[src/rtl/amds_pkt_pkg.sv]
// AMDS packet receiver shared definitions: FSM state codes, byte-index codes,
// header defaults and the header-check helper.
package amds_pkt_pkg;

   localparam logic [1:0] IDLE = 2'd0;
   localparam logic [1:0] ARM  = 2'd1;
   localparam logic [1:0] WAIT = 2'd2;
   localparam logic [1:0] DONE = 2'd3;

   localparam logic [1:0] IDX_HDR = 2'd0;
   localparam logic [1:0] IDX_MSB = 2'd1;
   localparam logic [1:0] IDX_LSB = 2'd2;

   localparam logic [3:0] HDR_NIBBLE_DEF = 4'h9;
   localparam int         CHAN_W         = 3;

   // Header is good when the top nibble matches and the reserved bit 3 is 0.
   function automatic logic hdr_ok(input logic [7:0] b,
                                   input logic [3:0] nib);
      return (b[7:4] == nib) && !b[3];
   endfunction

endpackage

[src/rtl/amds_pkt_rx_sat_counter.sv]
// Saturating up-counter: increments on inc, sticks at all-ones, never wraps.
// Ports: clk, rst_n (async, active-low), inc, count[CNT_W-1:0].
module sat_counter #(
   parameter int CNT_W = 16
) (
   input  logic             clk,
   input  logic             rst_n,
   input  logic             inc,
   output logic [CNT_W-1:0] count
);

   always_ff @(posedge clk or negedge rst_n) begin
      if (!rst_n)
         count <= '0;
      else if (inc && (count != '1))
         count <= count + 1'b1;
   end

endmodule

[src/rtl/amds_pkt_rx.sv]
// AMDS packet controller: arms the byte receiver three times per trigger
// (header, MSB, LSB), checks the header and publishes {MSB,LSB} + channel.
// Ports: clk, rst_n, sample_trig, start_rx, is_byte_valid, is_byte_corrupt,
//   is_rx_timeout, rx_byte, sample_data, sample_chan, sample_valid, busy,
//   cnt_timeout, cnt_corrupt, cnt_hdr_err, cnt_missed_trig.
// Macro AMDS_PKT_STATS_EN enables the error counters; otherwise they read 0.
module amds_pkt_rx
   import amds_pkt_pkg::*;
#(
   parameter logic [3:0] HDR_NIBBLE = HDR_NIBBLE_DEF,
   parameter int         CNT_W      = 16
) (
   input  logic              clk,
   input  logic              rst_n,
   input  logic              sample_trig,
   output logic              start_rx,
   input  logic              is_byte_valid,
   input  logic              is_byte_corrupt,
   input  logic              is_rx_timeout,
   input  logic [7:0]        rx_byte,
   output logic [15:0]       sample_data,
   output logic [CHAN_W-1:0] sample_chan,
   output logic              sample_valid,
   output logic              busy,
   output logic [CNT_W-1:0]  cnt_timeout,
   output logic [CNT_W-1:0]  cnt_corrupt,
   output logic [CNT_W-1:0]  cnt_hdr_err,
   output logic [CNT_W-1:0]  cnt_missed_trig
);

   logic [1:0]        state;
   logic [1:0]        state_nxt;
   logic [1:0]        idx;
   logic [CHAN_W-1:0] chan;
   logic [7:0]        msb;
   logic [7:0]        lsb;
   logic              take;
   logic              hdr_good;

   // A valid byte only counts when no higher-priority flag is up.
   assign take     = (state == WAIT) && !is_rx_timeout &&
                     !is_byte_corrupt && is_byte_valid;
   assign hdr_good = hdr_ok(rx_byte, HDR_NIBBLE);
   assign busy     = (state != IDLE);

   // start_rx is Mealy so the next byte is armed in the same cycle the
   // previous valid flag is seen, keeping inside the stop-bit gap.
   always_comb begin
      state_nxt = state;
      start_rx  = 1'b0;
      case (state)
         IDLE: begin
            if (sample_trig) begin
               start_rx  = 1'b1;
               state_nxt = ARM;
            end
         end
         ARM: state_nxt = WAIT;
         WAIT: begin
            if (is_rx_timeout || is_byte_corrupt) begin
               state_nxt = IDLE;
            end else if (is_byte_valid) begin
               if (idx == IDX_LSB) begin
                  state_nxt = DONE;
               end else if ((idx == IDX_MSB) || hdr_good) begin
                  start_rx  = 1'b1;
                  state_nxt = ARM;
               end else begin
                  state_nxt = IDLE;
               end
            end
         end
         default: state_nxt = IDLE;
      endcase
   end

   always_ff @(posedge clk or negedge rst_n) begin
      if (!rst_n) begin
         state        <= IDLE;
         idx          <= IDX_HDR;
         chan         <= '0;
         msb          <= '0;
         lsb          <= '0;
         sample_data  <= '0;
         sample_chan  <= '0;
         sample_valid <= 1'b0;
      end else begin
         state        <= state_nxt;
         sample_valid <= (state == DONE);
         if ((state == IDLE) && sample_trig)
            idx <= IDX_HDR;
         if (take) begin
            case (idx)
               IDX_HDR: begin
                  if (hdr_good) begin
                     chan <= rx_byte[CHAN_W-1:0];
                     idx  <= IDX_MSB;
                  end
               end
               IDX_MSB: begin
                  msb <= rx_byte;
                  idx <= IDX_LSB;
               end
               default: lsb <= rx_byte;
            endcase
         end
         if (state == DONE) begin
            sample_data <= {msb, lsb};
            sample_chan <= chan;
         end
      end
   end

`ifdef AMDS_PKT_STATS_EN
   logic ev_to;
   logic ev_co;
   logic ev_hdr;
   logic ev_miss;

   assign ev_to   = (state == WAIT) && is_rx_timeout;
   assign ev_co   = (state == WAIT) && !is_rx_timeout && is_byte_corrupt;
   assign ev_hdr  = take && (idx == IDX_HDR) && !hdr_good;
   assign ev_miss = sample_trig && (state != IDLE);

   sat_counter #(.CNT_W(CNT_W)) u_cnt_to (
      .clk   (clk),
      .rst_n (rst_n),
      .inc   (ev_to),
      .count (cnt_timeout)
   );
   sat_counter #(.CNT_W(CNT_W)) u_cnt_co (
      .clk   (clk),
      .rst_n (rst_n),
      .inc   (ev_co),
      .count (cnt_corrupt)
   );
   sat_counter #(.CNT_W(CNT_W)) u_cnt_hdr (
      .clk   (clk),
      .rst_n (rst_n),
      .inc   (ev_hdr),
      .count (cnt_hdr_err)
   );
   sat_counter #(.CNT_W(CNT_W)) u_cnt_miss (
      .clk   (clk),
      .rst_n (rst_n),
      .inc   (ev_miss),
      .count (cnt_missed_trig)
   );
`else
   assign cnt_timeout     = '0;
   assign cnt_corrupt     = '0;
   assign cnt_hdr_err     = '0;
   assign cnt_missed_trig = '0;
`endif

endmodule

[config.mk]
export PLATFORM = sky130hd
export DESIGN_NAME = amds_pkt_rx
export DESIGN_NICKNAME = d
export VERILOG_FILES = /design/src/rtl/amds_pkt_pkg.sv /design/src/rtl/amds_pkt_rx_sat_counter.sv /design/src/rtl/amds_pkt_rx.sv
export SDC_FILE = /design/constraint.sdc
export NUM_CORES = 1
export LEC_CHECK = 0
export CAP_MARGIN = 20
export CORE_UTILIZATION = 40
export DETAILED_ROUTE_END_ITERATION = 6
export GPL_TIMING_DRIVEN = 0
export PLACE_DENSITY = 0.86
export SETUP_SLACK_MARGIN = 0.15
export SLEW_MARGIN = 30
export SYNTH_ARGS = -nofsm -noshare
export SYNTH_HDL_FRONTEND = slang
export SYNTH_SLANG_ARGS = --single-unit
[constraint.sdc]
create_clock -name clk -period 1.95 [get_ports clk]
set_clock_uncertainty 0.05 [all_clocks]
set_input_delay 0.39 -clock clk [delete_from_list [all_inputs] [get_ports clk]]
set_output_delay 0.39 -clock clk [all_outputs]
set_load 0.02 [all_outputs]
==> impl_metrics.env, run 1 <==
export IMPL_numCtsBuffers=5
export IMPL_path_cells="nor4b_4 > buf_4 > nand4_1 > nand4_1 > buf_4"
export IMPL_layout_area_overhead_vs_synth_pct=37.8
export IMPL_finalSetupViolations=0
export IMPL_rows=26
export IMPL_fin_setup_tns_ps=0
export IMPL_yosysTopAreaCellShare_pct=48.6
export IMPL_cts_sinks=43
export IMPL_cts_tree="built"
export IMPL_critPathCaptureType="primary output"
export IMPL_p_leak_nw=1.72
export IMPL_final_hold_viol_count=0
export IMPL_synth_top_cell_by_area="dfrtp_1"
export IMPL_maxSlewViolCount=0
export IMPL_status="complete, no violations"
export IMPL_period_share_pct=99.9
export IMPL_core_sq_mm=0.00520
export IMPL_io_pins=100
export IMPL_antenna_cells=0
export IMPL_ys_top_cells_by_area="dfrtp_1, buf_4, mux2_2"
export IMPL_power_density_mw_per_mm2=607
export IMPL_first_pass_iters=4
export IMPL_crit_type="reg2out"
export IMPL_peakVddDrop_v=0.000454
export IMPL_drive_above_1_share_pct=43.7
export IMPL_yosysWarnings=0
export IMPL_first_iter_violations=20
export IMPL_cts_clk_slew_worst_paths_ps=80
export IMPL_fin_cells=363
export IMPL_cts_root_buffer="clkbuf_8"
export IMPL_drcViolationCount=0
export IMPL_start_util_pct=42.6
export IMPL_totalWireLength_mm=3.90
export IMPL_r2r_slack_ps=100
export IMPL_hp_class="in2async"
export IMPL_syn_inst=179
export IMPL_cpLargestDelayFamily="simple AND/OR/NAND/NOR gates"
export IMPL_vias=1397
export IMPL_layout_common_cells="buf_4, conb_1, dfrtp_1"
export IMPL_avgSynthCellArea_sq_um=12.4
export IMPL_worst_path_max_fanout=3
export IMPL_max_freq_ghz=0.513
export IMPL_critPathArrivalTime_ps=1510
export IMPL_cp_start_kind="flip-flop"
export IMPL_hpwl_mm=2.77
export IMPL_routedWlPerCell_um=10.7
export IMPL_detail_route_vias_per_cell=3.85
export IMPL_cts_path_max_buffers=2
export IMPL_cp_data_required_time_ps=1510
export IMPL_ys_seq_area_share_pct=48.6
export IMPL_nNetsFinal=306
export IMPL_ant_nets=0
export IMPL_portBuffers=34
export IMPL_grt_overflow=0
export IMPL_timing_max_cap_violations=0
export IMPL_worstMarginPinSlew_ps=631
export IMPL_slowest_stage="dfrtp_1"
export IMPL_antenna_found_initial=0
export IMPL_rsz0062_at_grt="true"
export IMPL_dp_cells=347
export IMPL_syn_cell_area_sq_mm=0.00222
export IMPL_ys_ff_latch=43
export IMPL_multi_input_area_sq_um=891
export IMPL_final_common_cell="buf_4"
export IMPL_globalplace_congestion=0.754
export IMPL_register_area_sq_mm=0.00108
export IMPL_synth_cell_type_count=23
export IMPL_grtUsageTotal_pct=13.5
export IMPL_cts_hold_buf=0
export IMPL_grt_pass1_vias=1257
export IMPL_worstSkewPairLatency_ps=290
export IMPL_die_w_um=76.4
export IMPL_h_tree_depth=2
export IMPL_min_period_ps=1950
export IMPL_fill_cells=468
export IMPL_grt_pass1_wl_mm=6.20
export IMPL_die_h_um=76.4
export IMPL_die_area_sq_mm=0.00584
export IMPL_max_slew_margin_pct=57.9
export IMPL_slowest_delay_ps=420
export IMPL_grt_max_degree=24
export IMPL_critPathBufInv=2
## cells by family (layout without fill, tap and decap cells)
group | count (synthesis) | count (layout) | synth area share, %
multiplexers | 38 | 38 | 19.3
other | 1 | 64 | 0.169
AO/OA/AOI/OAI | 5 | 5 | 1.52
buffers and inverters | 71 | 122 | 22.9
AND/OR/NAND/NOR | 20 | 20 | 7.17
XOR/XNOR | 1 | 1 | 0.395
flip-flops | 43 | 43 | 48.6
## per-stage QoR
stage	total power, mW	util (%)	setup slack (ps)	hold WS [ps]	cell area (sq um)
after floorplan	1.22	-	179	44.4	2450
after global placement	1.30	55.3	-993	432	2880
after detailed placement	1.31	55.8	-1000	345	2900
after CTS	1.86	58.1	13.9	29.4	3030
after global routing	1.93	58.7	-84.5	53.5	3050
final	1.85	58.7	1.76	14.3	3050
## metal layers
metal  routed length (um)  track usage (%)  part of all wire [%]
met5                    0                0                     0
met4                   41             4.62                   1.1
met3                  323             4.31                   8.3
met2                 1980             23.9                    51
met1                 1560             15.2                    40
## synthesized netlist by cell type
master	n
dfrtp_1	43
nor4b_4	1
nand4_1	4
nor2b_1	1
and3b_1	1
nand3_2	1
and2_1	1
o21ai_0	2
or3b_2	1
clkbuf_1	4
a22o_1	1
a21oi_1	1
nand2_1	4
or2_2	1
xor2_1	1
nand3_1	1
mux2_2	38
a21bo_2	1
nand4_4	1
buf_4	64
nor3b_1	3
inv_1	3
conb_1	1
## worst paths after layout
check | from | endpoint | cells after the start
min reg2reg | msb[6] | msb[6] | 1
min in group clk | is_byte_valid | state[0] | 3
max in group asynchronous | rst_n | msb[1] | 2
max reg2reg | state[0] | chan[0] | 6
max | state[0] | start_rx | 5
min | rst_n | state[1] | 1
## state kept, by name (all words and copies together) (netlist names)
signal	count
sample_data	16
lsb	8
msb	8
chan	3
sample_chan	3
idx	2
state	2
sample_valid	1
## cell type report
| cell class | count | share of cell area (%) |
|---|---|---|
| timing repair buffer | 43 | 13.4 |
| clock inverter | 1 | 0.164 |
| clock buffer | 7 | 2.50 |
| multi-input combinational | 128 | 29.2 |
| inverter | 3 | 0.369 |
| tap | 70 | 2.87 |
| buffer | 68 | 16.3 |
| sequential | 43 | 35.2 |
## repair_timing
item | CTS | global route
endpoints found under the setup margin | 22 | 14
hold endpoints to repair | 0 | 0
gates resized for setup | 19 | 5
pin swaps | 5 | 0
buffers inserted | 6 | 2
## power by group
| part | switching, mW | internal (mW) | leakage, nW | total [mW] |
|---|---|---|---|---|
| clock network | 0.289 | 0.251 | 0.0422 | 0.540 |
| logic | 0.220 | 0.177 | 1.08 | 0.397 |
| registers | 0.0104 | 0.906 | 0.598 | 0.916 |
| total | 0.519 | 1.33 | 1.72 | 1.85 |
No activity file was read; power rests on OpenSTA's default activity.
==> run 2: changes to the inputs <==
- CORE_MARGIN: unset -> 5
- SYNTH_HIERARCHICAL: unset -> 1
==> run 2 against run 1 <==
Against the previous run:
- the run now ends with setup timing left
- first-iteration DRC count increased by 90%
- die area increased by 22%
- sequential power increased by 0.4%
- wire length increased by 10%
- sequential cell count unchanged
- critical path type unchanged
- largest cell class unchanged
==> impl_metrics.env, run 2 <==
export IMPL_status="complete, but fails checks"
export IMPL_violations="setup timing"
export IMPL_die_h_um=84.4
export IMPL_yosysWarnings=6
export IMPL_cp_depth=5
export IMPL_layout_common_cells="buf_4, conb_1, dfrtp_1"
export IMPL_worstSkewPairLatency_ps=290
export IMPL_syn_inst=179
export IMPL_start_util_pct=40.7
export IMPL_synth_async_reset_ratio_pct=100
export IMPL_final_common_cell="buf_4"
export IMPL_rows=27
export IMPL_cts_clk_slew_worst_paths_ps=80
export IMPL_top_layer="met4"
export IMPL_slowest_delay_ps=450
export IMPL_yosysTopAreaCellShare_pct=48.6
export IMPL_critPathArrivalTime_ps=1550
export IMPL_grt_max_degree=24
export IMPL_maxSlewViolCount=0
export IMPL_hp_class="in2async"
export IMPL_holdWs_ps=35.6
export IMPL_first_pass_iters=4
export IMPL_layout_area_overhead_vs_synth_pct=37.5
export IMPL_largest_register_ffs=16
export IMPL_max_freq_ghz=0.503
export IMPL_synth_cell_type_count=23
export IMPL_crit_type="reg2out"
export IMPL_worstMarginPinSlew_ps=670
export IMPL_die_area_sq_mm=0.00713
export IMPL_antenna_found_initial=0
export IMPL_ys_top_cells_by_area="dfrtp_1, buf_4, mux2_2"
export IMPL_timing_max_cap_violations=0
export IMPL_worst_path_max_fanout=5
export IMPL_wl_met3_um=373
export IMPL_pre_cts_ws_ps=-1070
export IMPL_avgSynthCellArea_sq_um=12.4
export IMPL_totalWireLength_mm=4.29
export IMPL_cp_start_kind="flip-flop"
export IMPL_syn_cell_area_sq_mm=0.00222
export IMPL_cts_sinks=43
export IMPL_portBuffers=34
export IMPL_globalplace_congestion=0.791
export IMPL_cts_tree="built"
export IMPL_cp_data_required_time_ps=1510
export IMPL_finalSetupViolations=1
export IMPL_p_leak_nw=1.71
export IMPL_io_pins=100
export IMPL_cts_root_buffer="clkbuf_8"
export IMPL_first_iter_violations=38
export IMPL_critPathCaptureType="primary output"
export IMPL_grtUsageTotal_pct=12.1
export IMPL_path_common_cell="nand4_1"
export IMPL_detail_route_vias_per_cell=3.91
export IMPL_worstRegToRegCells=5
export IMPL_vias=1420
export IMPL_grt_overflow=0
export IMPL_power_mw=1.87
export IMPL_max_slew_margin_pct=55.3
export IMPL_route_met2_wl_mm=2.32
export IMPL_synth_commonest_cells="buf_4, dfrtp_1, mux2_2"
export IMPL_ys_ff_latch=43
export IMPL_fin_setup_tns_ps=-37.4
export IMPL_largest_registers="sample_data x16, lsb x8, msb x8"
export IMPL_period_share_pct=102
export IMPL_routedWlPerCell_um=11.8
export IMPL_cts_hold_buf=0
export IMPL_rsz0062_at_grt="true"
export IMPL_ant_nets=0
export IMPL_hpwl_mm=3.34
export IMPL_core_sq_mm=0.00544
export IMPL_cpLargestDelayFamily="simple AND/OR/NAND/NOR gates"
export IMPL_numCtsBuffers=5
export IMPL_cts_path_max_buffers=2
export IMPL_die_w_um=84.4
export IMPL_h_tree_depth=2
export IMPL_peakVddDrop_v=0.000452
export IMPL_ys_seq_area_share_pct=48.6
export IMPL_min_period_ps=1990
export IMPL_register_area_sq_mm=0.00108
export IMPL_regMostFlops="sample_data"
export IMPL_drcViolationCount=0
export IMPL_multi_input_area_sq_um=883
export IMPL_worst_slack_ps=-37.4
export IMPL_synth_most_common_cell="buf_4"
export IMPL_slowest_stage="dfrtp_2"
export IMPL_synthFlopType="dfrtp_1"
export IMPL_power_density_mw_per_mm2=612
export IMPL_path_cells="nor4b_4 > buf_4 > nand4_1 > nand4_1 > buf_6"
export IMPL_grt_pass1_wl_mm=6.87
export IMPL_nNetsFinal=305
export IMPL_synth_top_cell_by_area="dfrtp_1"
export IMPL_fill_cells=501
export IMPL_critPathBufInv=2
export IMPL_grt_pass1_vias=1410
export IMPL_final_hold_viol_count=0
export IMPL_antenna_cells=0
export IMPL_drive_above_1_share_pct=44.0
export IMPL_synth_edff_count=0
export IMPL_wl_met1_mm=1.56
## run 2: report_power, final
group / total (mW) / internal [mW] / leakage, nW / switching [mW]
Combinational: 0.390 / 0.171 / 1.07 / 0.219
Clock: 0.556 / 0.278 / 0.0470 / 0.278
Sequential: 0.920 / 0.906 / 0.597 / 0.0134
Total: 1.87 / 1.36 / 1.71 / 0.511
## run 2: worst paths after layout
kind	startpoint	to	slack [ps]
setup reg to reg	state[0]	lsb[2]	200
min in group clk	chan[1]	sample_chan[1]	450
hold reg to reg	chan[1]	sample_chan[1]	450
setup / recovery	state[0]	start_rx	-40
max in group asynchronous	rst_n	sample_valid	1320
hold / removal	rst_n	msb[3]	40
## run 2: metal layers
| layer | track usage, % | vias to the layer above |
|---|---|---|
| met3 | 3.63 | 6 |
| met1 | 13.6 | 657 |
| li1 | - | 697 |
| met5 | 0 | - |
| met4 | 4.32 | 0 |
| met2 | 21.6 | 60 |
## run 2: cell type report
type | count | share of cell area [%]
flip-flops and latches | 43 | 35.3
clock inverters | 1 | 0.164
clock buffers | 6 | 2.71
plain buffers | 68 | 16.3
well taps | 72 | 2.96
repair buffers | 42 | 13.2
multi-input cells | 128 | 29.0
inverters | 3 | 0.369
## run 2: cell families (layout without fill, tap and decap cells)
group | after synthesis | after routing | synth area share (%)
simple gates | 20 | 20 | 7.17
compound gates | 5 | 5 | 1.52
xor+xnor | 1 | 1 | 0.395
mux | 38 | 38 | 19.3
other cells | 1 | 64 | 0.169
flops | 43 | 43 | 48.6
buf+inv | 71 | 120 | 22.9
## run 2: per-stage QoR
step | area, sq um | util, % | instances
floorplan | 2450 | - | 242
global placement | 2880 | 53.0 | 348
detailed placement | 2910 | 53.4 | 349
CTS | 3040 | 56.0 | 362
global route | 3050 | 56.0 | 363
finish | 3050 | 56.0 | 363
## run 2: repair_timing
item,CTS,global route
gates resized for setup,18,2
setup buffers,6,1
pin swaps,4,0
setup endpoints to repair,22,13
